===== src/rtl/if_id_pipe.sv =====
// rtl/if_id_pipe.sv - IF/ID boundary register with valid/ready, flush and optional skid entry
module if_id_pipe #(
    parameter int                 INSTR_W = 32,
    parameter int                 PC_W    = 64,
    parameter logic [INSTR_W-1:0] NOP     = 32'h00000013,
    parameter int                 SKID    = 1
) (
    input  logic               clk,
    input  logic               reset,
    input  logic               in_valid,
    output logic               in_ready,
    input  logic [INSTR_W-1:0] in_instr,
    input  logic [PC_W-1:0]    in_pc,
    input  logic [PC_W-1:0]    in_pc_plus4,
    input  logic               flush,
    output logic               out_valid,
    input  logic               out_ready,
    output logic [INSTR_W-1:0] out_instr,
    output logic [PC_W-1:0]    out_pc,
    output logic [PC_W-1:0]    out_pc_plus4,
    output logic [1:0]         occupancy
);

    // Main entry drives out_* directly; it is loaded with NOP/0 whenever it
    // goes invalid so bubbles come straight from flops with no output mux.
    logic               main_valid_q, main_valid_d;
    logic [INSTR_W-1:0] main_instr_q, main_instr_d;
    logic [PC_W-1:0]    main_pc_q, main_pc_d;
    logic [PC_W-1:0]    main_pc4_q, main_pc4_d;

    // Skid entry holds the second beat (always younger than main).
    logic               skid_valid_q, skid_valid_d;
    logic [INSTR_W-1:0] skid_instr_q, skid_instr_d;
    logic [PC_W-1:0]    skid_pc_q, skid_pc_d;
    logic [PC_W-1:0]    skid_pc4_q, skid_pc4_d;

    // Registered ready, used only in the skid build.
    logic               in_ready_q, in_ready_d;

    logic               accept;
    logic               drain;

    assign in_ready     = (SKID != 0) ? in_ready_q : (!main_valid_q || out_ready);
    assign accept       = in_valid && in_ready;
    assign drain        = main_valid_q && out_ready;

    assign out_valid    = main_valid_q;
    assign out_instr    = main_instr_q;
    assign out_pc       = main_pc_q;
    assign out_pc_plus4 = main_pc4_q;
    assign occupancy    = skid_valid_q ? 2'd2 : (main_valid_q ? 2'd1 : 2'd0);

    // Next-state for both entries: flush empties everything, otherwise
    // EMPTY/ONE/TWO transitions keep beats in arrival order.
    always_comb begin
        main_valid_d = main_valid_q;
        main_instr_d = main_instr_q;
        main_pc_d    = main_pc_q;
        main_pc4_d   = main_pc4_q;
        skid_valid_d = skid_valid_q;
        skid_instr_d = skid_instr_q;
        skid_pc_d    = skid_pc_q;
        skid_pc4_d   = skid_pc4_q;

        if (flush) begin
            main_valid_d = 1'b0;
            main_instr_d = NOP;
            main_pc_d    = '0;
            main_pc4_d   = '0;
            skid_valid_d = 1'b0;
            skid_instr_d = NOP;
            skid_pc_d    = '0;
            skid_pc4_d   = '0;
        end else if (skid_valid_q) begin
            // TWO: ready is low, only a drain can move things
            if (drain) begin
                main_valid_d = 1'b1;
                main_instr_d = skid_instr_q;
                main_pc_d    = skid_pc_q;
                main_pc4_d   = skid_pc4_q;
                skid_valid_d = 1'b0;
                skid_instr_d = NOP;
                skid_pc_d    = '0;
                skid_pc4_d   = '0;
            end
        end else if (main_valid_q) begin
            // ONE
            if (accept && drain) begin
                main_instr_d = in_instr;
                main_pc_d    = in_pc;
                main_pc4_d   = in_pc_plus4;
            end else if (accept && (SKID != 0)) begin
                skid_valid_d = 1'b1;
                skid_instr_d = in_instr;
                skid_pc_d    = in_pc;
                skid_pc4_d   = in_pc_plus4;
            end else if (drain) begin
                main_valid_d = 1'b0;
                main_instr_d = NOP;
                main_pc_d    = '0;
                main_pc4_d   = '0;
            end
        end else if (accept) begin
            // EMPTY
            main_valid_d = 1'b1;
            main_instr_d = in_instr;
            main_pc_d    = in_pc;
            main_pc4_d   = in_pc_plus4;
        end

        in_ready_d = !skid_valid_d;
    end

    // State registers; reset clears both entries and holds ready low.
    always_ff @(posedge clk) begin
        if (reset) begin
            main_valid_q <= 1'b0;
            main_instr_q <= NOP;
            main_pc_q    <= '0;
            main_pc4_q   <= '0;
            skid_valid_q <= 1'b0;
            skid_instr_q <= NOP;
            skid_pc_q    <= '0;
            skid_pc4_q   <= '0;
            in_ready_q   <= 1'b0;
        end else begin
            main_valid_q <= main_valid_d;
            main_instr_q <= main_instr_d;
            main_pc_q    <= main_pc_d;
            main_pc4_q   <= main_pc4_d;
            skid_valid_q <= skid_valid_d;
            skid_instr_q <= skid_instr_d;
            skid_pc_q    <= skid_pc_d;
            skid_pc4_q   <= skid_pc4_d;
            in_ready_q   <= in_ready_d;
        end
    end

endmodule


===== config.mk =====
export PLATFORM = sky130hd
export DESIGN_NAME = if_id_pipe
export DESIGN_NICKNAME = d
export VERILOG_FILES = /design/src/rtl/if_id_pipe.sv
export SDC_FILE = /design/constraint.sdc
export NUM_CORES = 1
export LEC_CHECK = 0
export CAP_MARGIN = 10
export CELL_PAD_IN_SITES_DETAIL_PLACEMENT = 1
export CELL_PAD_IN_SITES_GLOBAL_PLACEMENT = 2
export CORE_ASPECT_RATIO = 0.9
export CORE_MARGIN = 10
export CORE_UTILIZATION = 31
export DETAILED_ROUTE_END_ITERATION = 10
export GPL_TIMING_DRIVEN = 0
export PLACE_DENSITY = 0.84
export SYNTH_ARGS = -nofsm -noshare
export SYNTH_HDL_FRONTEND = slang
export SYNTH_SLANG_ARGS = --single-unit

===== constraint.sdc =====
create_clock -name clk -period 1.9 [get_ports clk]
set_input_delay 0.19 -clock clk [delete_from_list [all_inputs] [get_ports clk]]
set_output_delay 0.19 -clock clk [all_outputs]
set_load 0.02 [all_outputs]

### Word level (Yosys, flattened, before mapping)

Index checks and enable logic that the tools add are counted.

* eq/ne operators: 3
* muxes and demuxes: 41
* reduce and logical (&&, ||, !) cells: 11

Operators with widths (count)
* 2-to-1 mux 64 bit: 18
* 2-to-1 mux 32 bit: 10
* 2-to-1 mux 1 bit: 12
* AND reduction 4 bit: 2
* nonzero test 3 bit: 2
* inequality test 4 x 3 -> 1 bit, second input constant: 1
* nonzero test 2 bit: 2
* logical AND 1 bit: 3
* 2-to-1 mux 2 bit: 1
* inequality test 2 x 1 -> 1 bit, second input constant: 1
* inequality test 2 bit, second input constant: 1
* OR reduction 2 bit: 1
* logical NOT 1 bit: 1

* bits in registers: 323
* input port bits: 165
* output and inout port bits: 164
* word-level logic and storage cells: 64

### Longest topological paths before layout

Gate-level depths: netlist of the first run.

* word-level depth: 7
* gate-level depth with buffers: 7
* mapped depth without buffers: 3

### Least setup slack after synthesis of the first run

No wires, ideal clock.

* path type: register to register
* start point: register main_valid_q, in the netlist out_valid
* end point: register main_instr_q[4], in the netlist out_instr[4]
* setup time: 0.122 ns
* data arrival time: 1.619 ns
* required time: 1.778 ns
* setup slack: 0.159 ns
* cell stages (with the launch flop): 7
* buffers on the path: 3
* clock period less this slack: 1.741 ns
* cells stage by stage: dfxtp_1 > buf_4 > and2_1 > buf_4 > clkbuf_1 > nor2_1 > a221o_1

* cells in the longest elaborated chain, start to end: 5
* elaborated cells between the ends (all ways): 10
* those cells by class: 2 x eq/ne; 3 x mux; 5 x reduce/logical

Ends and longest elaborated chain
* from (decl): line 26 `logic main_valid_q, main_valid_d;`
* from (signal assigned): line 127 `main_valid_q <= main_valid_d;`
* logical AND 1 bit: line 45 `assign drain = main_valid_q && out_ready;`
* logical AND 1 bit: line 88 `if (accept && drain) begin`
* 2-to-1 mux 32 bit: line 88
* 2-to-1 mux 32 bit: line 86 `end else if (main_valid_q) begin`
* 2-to-1 mux 32 bit: line 74 `end else if (skid_valid_q) begin`
* to (signal assigned): line 128 `main_instr_q <= main_instr_d;`
* to (decl): line 27 `logic [INSTR_W-1:0] main_instr_q, main_instr_d;`

Parallel ways exist; a longest one is shown, timed or not.
A chain may end at the register's enable or synchronous reset.

### Final worst setup path of the first run

* start point: register skid_valid_q
* end point: output port occupancy[0]

* cells in the longest elaborated chain, start to end: 1

Ends and longest elaborated chain
* from (decl): line 32 `logic skid_valid_q, skid_valid_d;`
* from (signal assigned): line 131 `skid_valid_q <= skid_valid_d;`
* 2-to-1 mux 2 bit: line 51 `assign occupancy = skid_valid_q ? 2'd2 : (main_valid_q ? 2'd1 : 2'd0);`
* to (decl): line 21 `output logic [1:0] occupancy`

Every way passes these cells.

==> reports/results.md, run 1 <==
| Quantity | This run | Unit |
| --- | --- | --- |
| Outcome | finished with violations | - |
| Violated checks | setup timing | - |
| Max-Cap Viols | 0 | - |
| Worst-case setup margin in the final layout | -43.0 | ps |
| Combinational family with the most area after synthesis | compound AO/OA/AOI/OAI gates | - |
| Full die area | 0.0658 | mm² |
| Startpoint type of the worst setup path | flip-flop | - |
| Number of nets at the end of the flow | 2576 | - |
| Share of synthesized cell area in full adder, half adder and majority cells | 0 | % |
| Biggest cell delay along the critical path | 370 | ps |
| Critical Path, Cell by Cell | buf_12 > buf_12 > buf_16 > clkbuf_16 > nor2b_4 > buf_6 | - |
| Worst setup EP type | primary output | - |
| Core footprint | 0.0555 | mm² |
| Buffers on Ports | 328 | - |
| Type of the tightest min-delay check | input pin to flip-flop | - |
| Cell with the most instances after synthesis | dfxtp_1 | - |
| DP Worst Slack | -1050 | ps |
| Final Instance Count excl. Fillers | 3197 | - |
| Vias per std cell | 5.41 | - |
| Top cells by count, synth | dfxtp_1 (323), clkbuf_1 (182), nor3_1 (159) | - |
| Number of global-route vias before repair | 18.6k | - |
| Post-route fraction of the period consumed by the critical path | 102 | % |
| Nets in the synthesized netlist | 2196 | - |
| Setup_tns | -43.0 | ps |
| Number of sinks on the clock net | 323 | - |
| Number of antenna violations at the first check in global routing | 7 | - |
| Total length of routed wires | 74.5 | mm |
| Synthesized-area fraction occupied by xor and xnor cells | 0 | % |
| DP Wirelength | 54.3 | mm |
| Number of enable-type register cells in the synthesized netlist | 0 | - |
| Portion of the post-synthesis area used by sequential elements | 37.3 | % |
| Worst voltage drop across the vdd grid | 0.000495 | V |
| Compound-Gate Fraction of Synth Area | 25.0 | % |
| Overall via count from detail_route | 17.3k | - |
| Reported leakage power | 9.00 | nW |
| Number of core rows | 82 | - |
| Cell family with the largest share of critical-path delay | buffers and inverters | - |
| Width of the die | 269 | µm |
| Chip Height | 244 | µm |
| Clk pin slew, worst setup/hold paths | 60 | ps |
| Max stage delay cell, worst path | dfxtp_4 | - |
| Detailed router's first-iteration violation count | 927 | - |
| Maximum number of pins on one net before global-route repair | 12 | - |
| Proportion of synthesized flip-flops having asynchronous set or reset | 0 | % |
| Clock period minus final worst setup slack | 1940 | ps |
| Routed wire per std cell | 23.3 | µm |
| First-pass GRT wire length | 114 | mm |
| Total Routing Usage GR | 21.6 | % |
| Ranking of synthesized cells by area | dfxtp_1 (37%), mux2i_1 (8.7%), and3b_1 (7.6%), a311oi_1 (7.0%), a21boi_0 (6.5%) | - |
| Library cell with the largest summed area after synthesis | dfxtp_1 | - |
| Number of warnings printed during yosys synthesis | 0 | - |
| Placed Cells incl. Taps | 3115 | - |
| Final max-slew violation count | 0 | - |
| Clock latency of the later-clocked register in the worst-skew pair | 570 | ps |
| Top-area cell type share of the netlist area | 37.3 | % |
| Worst setup path class | flip-flop to primary output | - |
| Leftover overflow at the end of global routing | 0 | - |
| Worst endpoint required time | 1710 | ps |
| Area added between synthesis and finish | 35.4 | % |
| Boundary Pins | 329 | - |
| Number of storage elements in the synthesis netlist | 323 | - |
| Setup repair after global routing missed its margin | true | - |
| Fraction of synthesized area in multiplexers | 8.85 | % |
| Share of final-layout standard cells stronger than drive strength 1 | 10.5 | % |
| Final standard cell utilization of the core | 42.3 | % |
| Arrival time at the worst endpoint | 1750 | ps |
| Post-DRT Antenna Nets | 0 | - |
| Average cell area after synthesis | 8.54 | µm² |
| Clock root buffer | clkbuf_16 | - |
| Top achievable clock speed | 0.515 | GHz |
| Gp weighted congestion | 0.821 | - |
| Final hold violation count | 0 | - |
| Maximum net fanout on the critical path | 6 | - |
| Max transition margin | 41.3 | % |
| Critical path's most frequent cell | buf_12 | - |
| CP Buf/Inv Count | 5 | - |
| CTS HTree Levels | 2 | - |
| DRC errors left | 0 | - |
| Final setup viols | 1 | - |
| Post-synthesis cell count | 2031 | - |
| Distinct cells, synth | 36 | - |
| Cell Pwr Density | 730 | mW/mm² |
| TritonRoute pass-1 iters | 4 | - |
| Synthesized-area fraction occupied by and/or/nand/nor cells | 22.5 | % |
| Number of clock buffers inserted by TritonCTS | 40 | - |
| Post-synthesis instance area | 0.0173 | mm² |
| Pin slew with the least headroom to its limit | 877 | ps |
| Maximum clock path buffer count | 3 | - |
| Setup skew after layout | 33.5 | ps |
| Initial standard-cell utilization of the core | 31.2 | % |
| TritonCTS clock tree | built | - |
| Most frequently used flop master after synthesis | dfxtp_1 | - |
[stage by stage]
| step | instance area [µm²] | hold slack (ps) | power (mW) |
|---|---|---|---|
| finish | 23500 | 259 | 17.1 |
| global placement | 21600 | 465 | 9.36 |
| global route | 23500 | 271 | 17.7 |
| detailed placement | 21600 | 476 | 9.40 |
| CTS | 23200 | 228 | 17.2 |
| floorplan | 17300 | 262 | 8.24 |
[worst register-to-register path: cells and delay by family, from the launching register on]
family | cells | cell delay [ps]
AO/OA/AOI/OAI | 1 | 110
buffers and inverters | 4 | 800
flip-flops | 1 | 380
AND/OR/NAND/NOR | 2 | 440
[metal layers]
layer / routed length, µm / global-route usage, % / vias up / part of all wire [%]
li1: - / - / 8179 / -
met1: 33600 / 27.5 / 8707 / 45
met2: 36600 / 37.9 / 321 / 49
met3: 2920 / 3.18 / 75 / 3.9
met4: 1330 / 5.40 / 8 / 1.8
met5: 64 / 0 / - / 0.086
[power by group]
part	total, mW	internal (mW)	switching (mW)
clock	7.79	4.62	3.17
combinational	2.34	1.04	1.31
sequential	7.01	6.92	0.0951
[kinds of logic after synthesis]
logic type | Yosys count
buffers and inverters | 260
muxes | 153
DFF | 323
and+or+nand+nor | 656
AOI/OAI and AO/OA | 639
[layout by cell type (no fill, tap or decap), drive strengths merged, types with 2 or more instances in the layout]
cell / instances
o21bai: 3
buf: 69
nor2: 7
and3b: 150
dfxtp: 323
a311oi: 157
o21ai: 161
nor4bb: 2
nor4b: 6
bufinv: 2
a2bb2oi: 3
mux2: 3
clkbuf: 256
a221o: 3
and3: 7
or2: 2
nor2b: 8
nand2b: 150
diode: 3
o31a: 7
nor3b: 3
mux2i: 150
nor3: 159
inv: 11
nand2: 158
a21boi: 150
clkinv: 2
a21oi: 154
clkdlybuf4s50: 326
[what timing repair did]
item                       4_1_cts  5_1_grt
gates cloned                     0        1
pin swaps                        1        1
hold buffers                     0        0
setup endpoints to repair      326      250
gates resized for setup        115      158
buffers inserted                11        2
[final timing paths]
path,startpoint,endpoint,slack [ps],cells after the start
setup reg to reg,in_ready,out_instr[18],50,7
hold / removal,in_pc_plus4[51],out_pc_plus4[51],260,3
hold reg to reg,skid_pc_q[35],skid_pc_q[35],480,2
setup / recovery,skid_valid_q,occupancy[0],-40,6
[sequential cells by signal, indices dropped and copies added (netlist names)]
register	cells
skid_valid_q	1
skid_pc4_q	64
out_instr	32
out_pc_plus4	64
out_pc	64
out_valid	1
skid_instr_q	32
in_ready	1
skid_pc_q	64
[final cells by class]
cell class              count  area [µm²]
flip-flops and latches    323        6470
fillers                  6472       32000
repair buffers            342        3420
inverters                  10        37.5
clock buffers              64        1210
multi-input cells        1448        9800
clock inverters             5        90.1
plain buffers             246        1490
well taps                 756         946
diodes                      3        7.51
Note: power is estimated with default switching activity, not from simulation.
==> inputs of run 2 (changes only) <==
CAP_MARGIN = not set   (was 10)
==> results of run 2 <==
No change in the layout: final DEF, timing and power equal those of run 1.
==> inputs of run 3 (changes only) <==
CELL_PAD_IN_SITES_DETAIL_PLACEMENT = not set   (was 1)
CELL_PAD_IN_SITES_GLOBAL_PLACEMENT = not set   (was 2)
CORE_UTILIZATION = 50   (was 31)
PLACE_DENSITY = 0.81   (was 0.84)
clock period = 2.16 ns   (was 1.9 ns; I/O delays follow)
==> reports/results.md, run 3 (synthesis gave the netlist of run 1 again) <==
| Quantity | This run | Unit | Change |
| --- | --- | --- | --- |
| Detailed router's first-iteration violation count | 1599 | - | +72% |
| Top achievable clock speed | 0.456 | GHz |  |
| Gp weighted congestion | 0.883 | - | +7.5% |
| Full die area | 0.0425 | mm² | -35% |
| Most Used Layer, Global Route | met2 | - |  |
| Fraction of power consumed by combinational cells | 13.4 | % | -0.3 points |
| Max-Cap Viols | 0 | - | unchanged |
| Clock latency of the later-clocked register in the worst-skew pair | 540 | ps | -30 ps |
| Cell Pwr Density | 639 | mW/mm² | -13% |
| Worst reg2reg path depth | 6 | - | -1 |
| CTS HTree Levels | 2 | - | unchanged |
| Number of core rows | 64 | - | -22% |
| Startpoint type of the worst setup path | flip-flop | - |  |
| Setup repair after global routing missed its margin | true | - |  |
| Worst setup EP type | flip-flop | - |  |
| Number of antenna violations at the first check in global routing | 7 | - | unchanged |
| Number of nets at the end of the flow | 2564 | - | -0.47% |
| Total Routing Usage GR | 27.7 | % | +6.1 points |
| Width of the die | 216 | µm | -20% |
| Final hold violation count | 0 | - | unchanged |
| Number of global-route vias before repair | 17.2k | - | -7.9% |
| Number of cells traversed by the worst hold path | 2 | - | -1 |
| Clock root buffer | clkbuf_16 | - |  |
| Leftover overflow at the end of global routing | 0 | - | unchanged |
| Number of sinks on the clock net | 323 | - | unchanged |
| Sw Pwr | 3.79 | mW | -17% |
| Initial standard-cell utilization of the core | 50.8 | % | +20 points |
| Maximum number of pins on one net before global-route repair | 20 | - | +8 |
| First-pass GRT wire length | 97.1 | mm | -15% |
| Most common cell after layout, fill and taps aside | clkdlybuf4s50_1 | - |  |
| Maximum net fanout on the critical path | 10 | - | +4 |
| Vias per std cell | 6.10 | - | +13% |
| Clk pin slew, worst setup/hold paths | 60 | ps | about the same |
| Setup_tns | -35.0 | ps | +8.00 ps |
| Overall via count from detail_route | 17.7k | - | +2.1% |
| Hold-fix buffers at CTS | 0 | - | unchanged |
| Violated checks | setup timing | - |  |
| Sequential share of power | 42.8 | % | +1.9 points |
| Commonest non-fill, non-tap cells in the layout | clkdlybuf4s50_1 (327), dfxtp_1 (322), clkbuf_1 (160) | - |  |
| TritonCTS clock tree | built | - |  |
| Number of fill cells | 2841 | - | -56% |
| Number of clock buffers inserted by TritonCTS | 37 | - | -7.5% |
| Total internal power | 10.6 | mW | -16% |
| Boundary Pins | 329 | - | unchanged |
| Worst-case setup margin in the final layout | -33.2 | ps | +9.81 ps |
| Post-DRT Antenna Nets | 0 | - | unchanged |
| Reported leakage power | 8.60 | nW | -4.4% |
| Max transition margin | 40.3 | % | -1.1 points |
| DRC errors left | 0 | - | unchanged |
| Final standard cell utilization of the core | 66.0 | % | +24 points |
| Worst endpoint required time | 2590 | ps | +880 ps |
| Outcome | finished with violations | - |  |
| Total length of routed wires | 63.3 | mm | -15% |
| Switching fraction of total power | 26.4 | % | -0.29 points |
| TritonRoute pass-1 iters | 7 | - | +3 |
| Clock network fraction of total power | 43.7 | % | -1.7 points |
| M3 GR Usage | 4.99 | % | +1.8 points |
| Arrival time at the worst endpoint | 2620 | ps | +870 ps |
| GR met2 Demand/Resource | 44.6 | % | +6.8 points |
| Core footprint | 0.0341 | mm² | -39% |
| Area added between synthesis and finish | 29.9 | % |  |
| Maximum clock path buffer count | 3 | - | unchanged |
| Type of the tightest min-delay check | input pin to flip-flop | - |  |
| Clock period minus final worst setup slack | 2190 | ps |  |
| Chip Height | 197 | µm | -20% |
| Pin slew with the least headroom to its limit | 896 | ps | +19.3 ps |
| Final max-slew violation count | 0 | - | unchanged |
| Worst voltage drop across the vdd grid | 0.000581 | V | +17% |
| Share of final-layout standard cells stronger than drive strength 1 | 7.34 | % | -3.1 points |
| DP Wirelength | 45.4 | mm | -16% |
| Buffers on Ports | 328 | - | unchanged |
| Worst setup path class | flip-flop to flip-flop | - |  |
| Worst Hold Margin | 269 | ps | +10.0 ps |
| Setup skew after layout | 18.2 | ps | -15.3 ps |
| Routed wire per std cell | 21.9 | µm | -6.2% |
| Final setup viols | 2 | - | +1 |
| Post-route fraction of the period consumed by the critical path | 102 | % |  |
| Global routing usage on met1 | 35.7 | % | +8.2 points |
[run 3: worst paths after layout]
kind / from / to / slack (ps)
worst max register to register: in_ready / out_pc[11] / -30
worst min-delay path: reset / in_ready / 270
worst min register to register: skid_instr_q[11] / skid_instr_q[11] / 480
worst max-delay path: in_ready / out_pc[11] / -30
[run 3: routing by layer]
layer	up-vias	routed length (µm)
li1	8144	-
met1	8550	26800
met2	794	29200
met3	162	4670
met4	0	2600
met5	-	0
[run 3: repair_timing]
action | 4_1_cts | 5_1_grt
setup endpoints to repair | 238 | 176
gates cloned | 0 | 0
resized for setup | 24 | 55
buffers inserted | 0 | 2
[run 3: final cells by class]
class / count / area [µm²] / share of cell area (%)
multi-input cells: 1448 / 9790 / 43.5
flip-flops and latches: 323 / 6470 / 28.7
repair buffers: 330 / 3300 / 14.6
plain buffers: 249 / 1140 / 5.07
clock buffers: 54 / 1100 / 4.89
well taps: 462 / 578 / 2.57
clock inverters: 11 / 95.1 / 0.422
inverters: 10 / 37.5 / 0.167
diodes: 7 / 17.5 / 0.0778
[run 3: power by group through the flow]
stage	Sequential, mW	Combinational [mW]	Clock [mW]
after floorplan	6.42	0.824	0
after global placement	6.29	1.85	0
after detailed placement	6.29	1.88	0
after CTS	6.16	1.89	6.31
after global routing	6.17	2.05	6.55
final	6.16	1.93	6.29
[run 3: critical path, stage by stage, from the launching register on]
cell,delay [ps]
dfxtp_1,420
and4b_1,210
buf_2,270
buf_4,340
clkbuf_1,360
o21ai_0,150
a311oi_1,320
[run 3: metrics by stage]
stage	power, mW	area [µm²]	setup slack [ps]	instances
floorplan	7.25	17300	419	2031
global placement	8.14	21200	-515	2821
detailed placement	8.17	21200	-539	2821
CTS	14.4	22400	2.48	2885
global route	14.8	22500	-97.1	2894
finish	14.4	22500	-33.2	2894
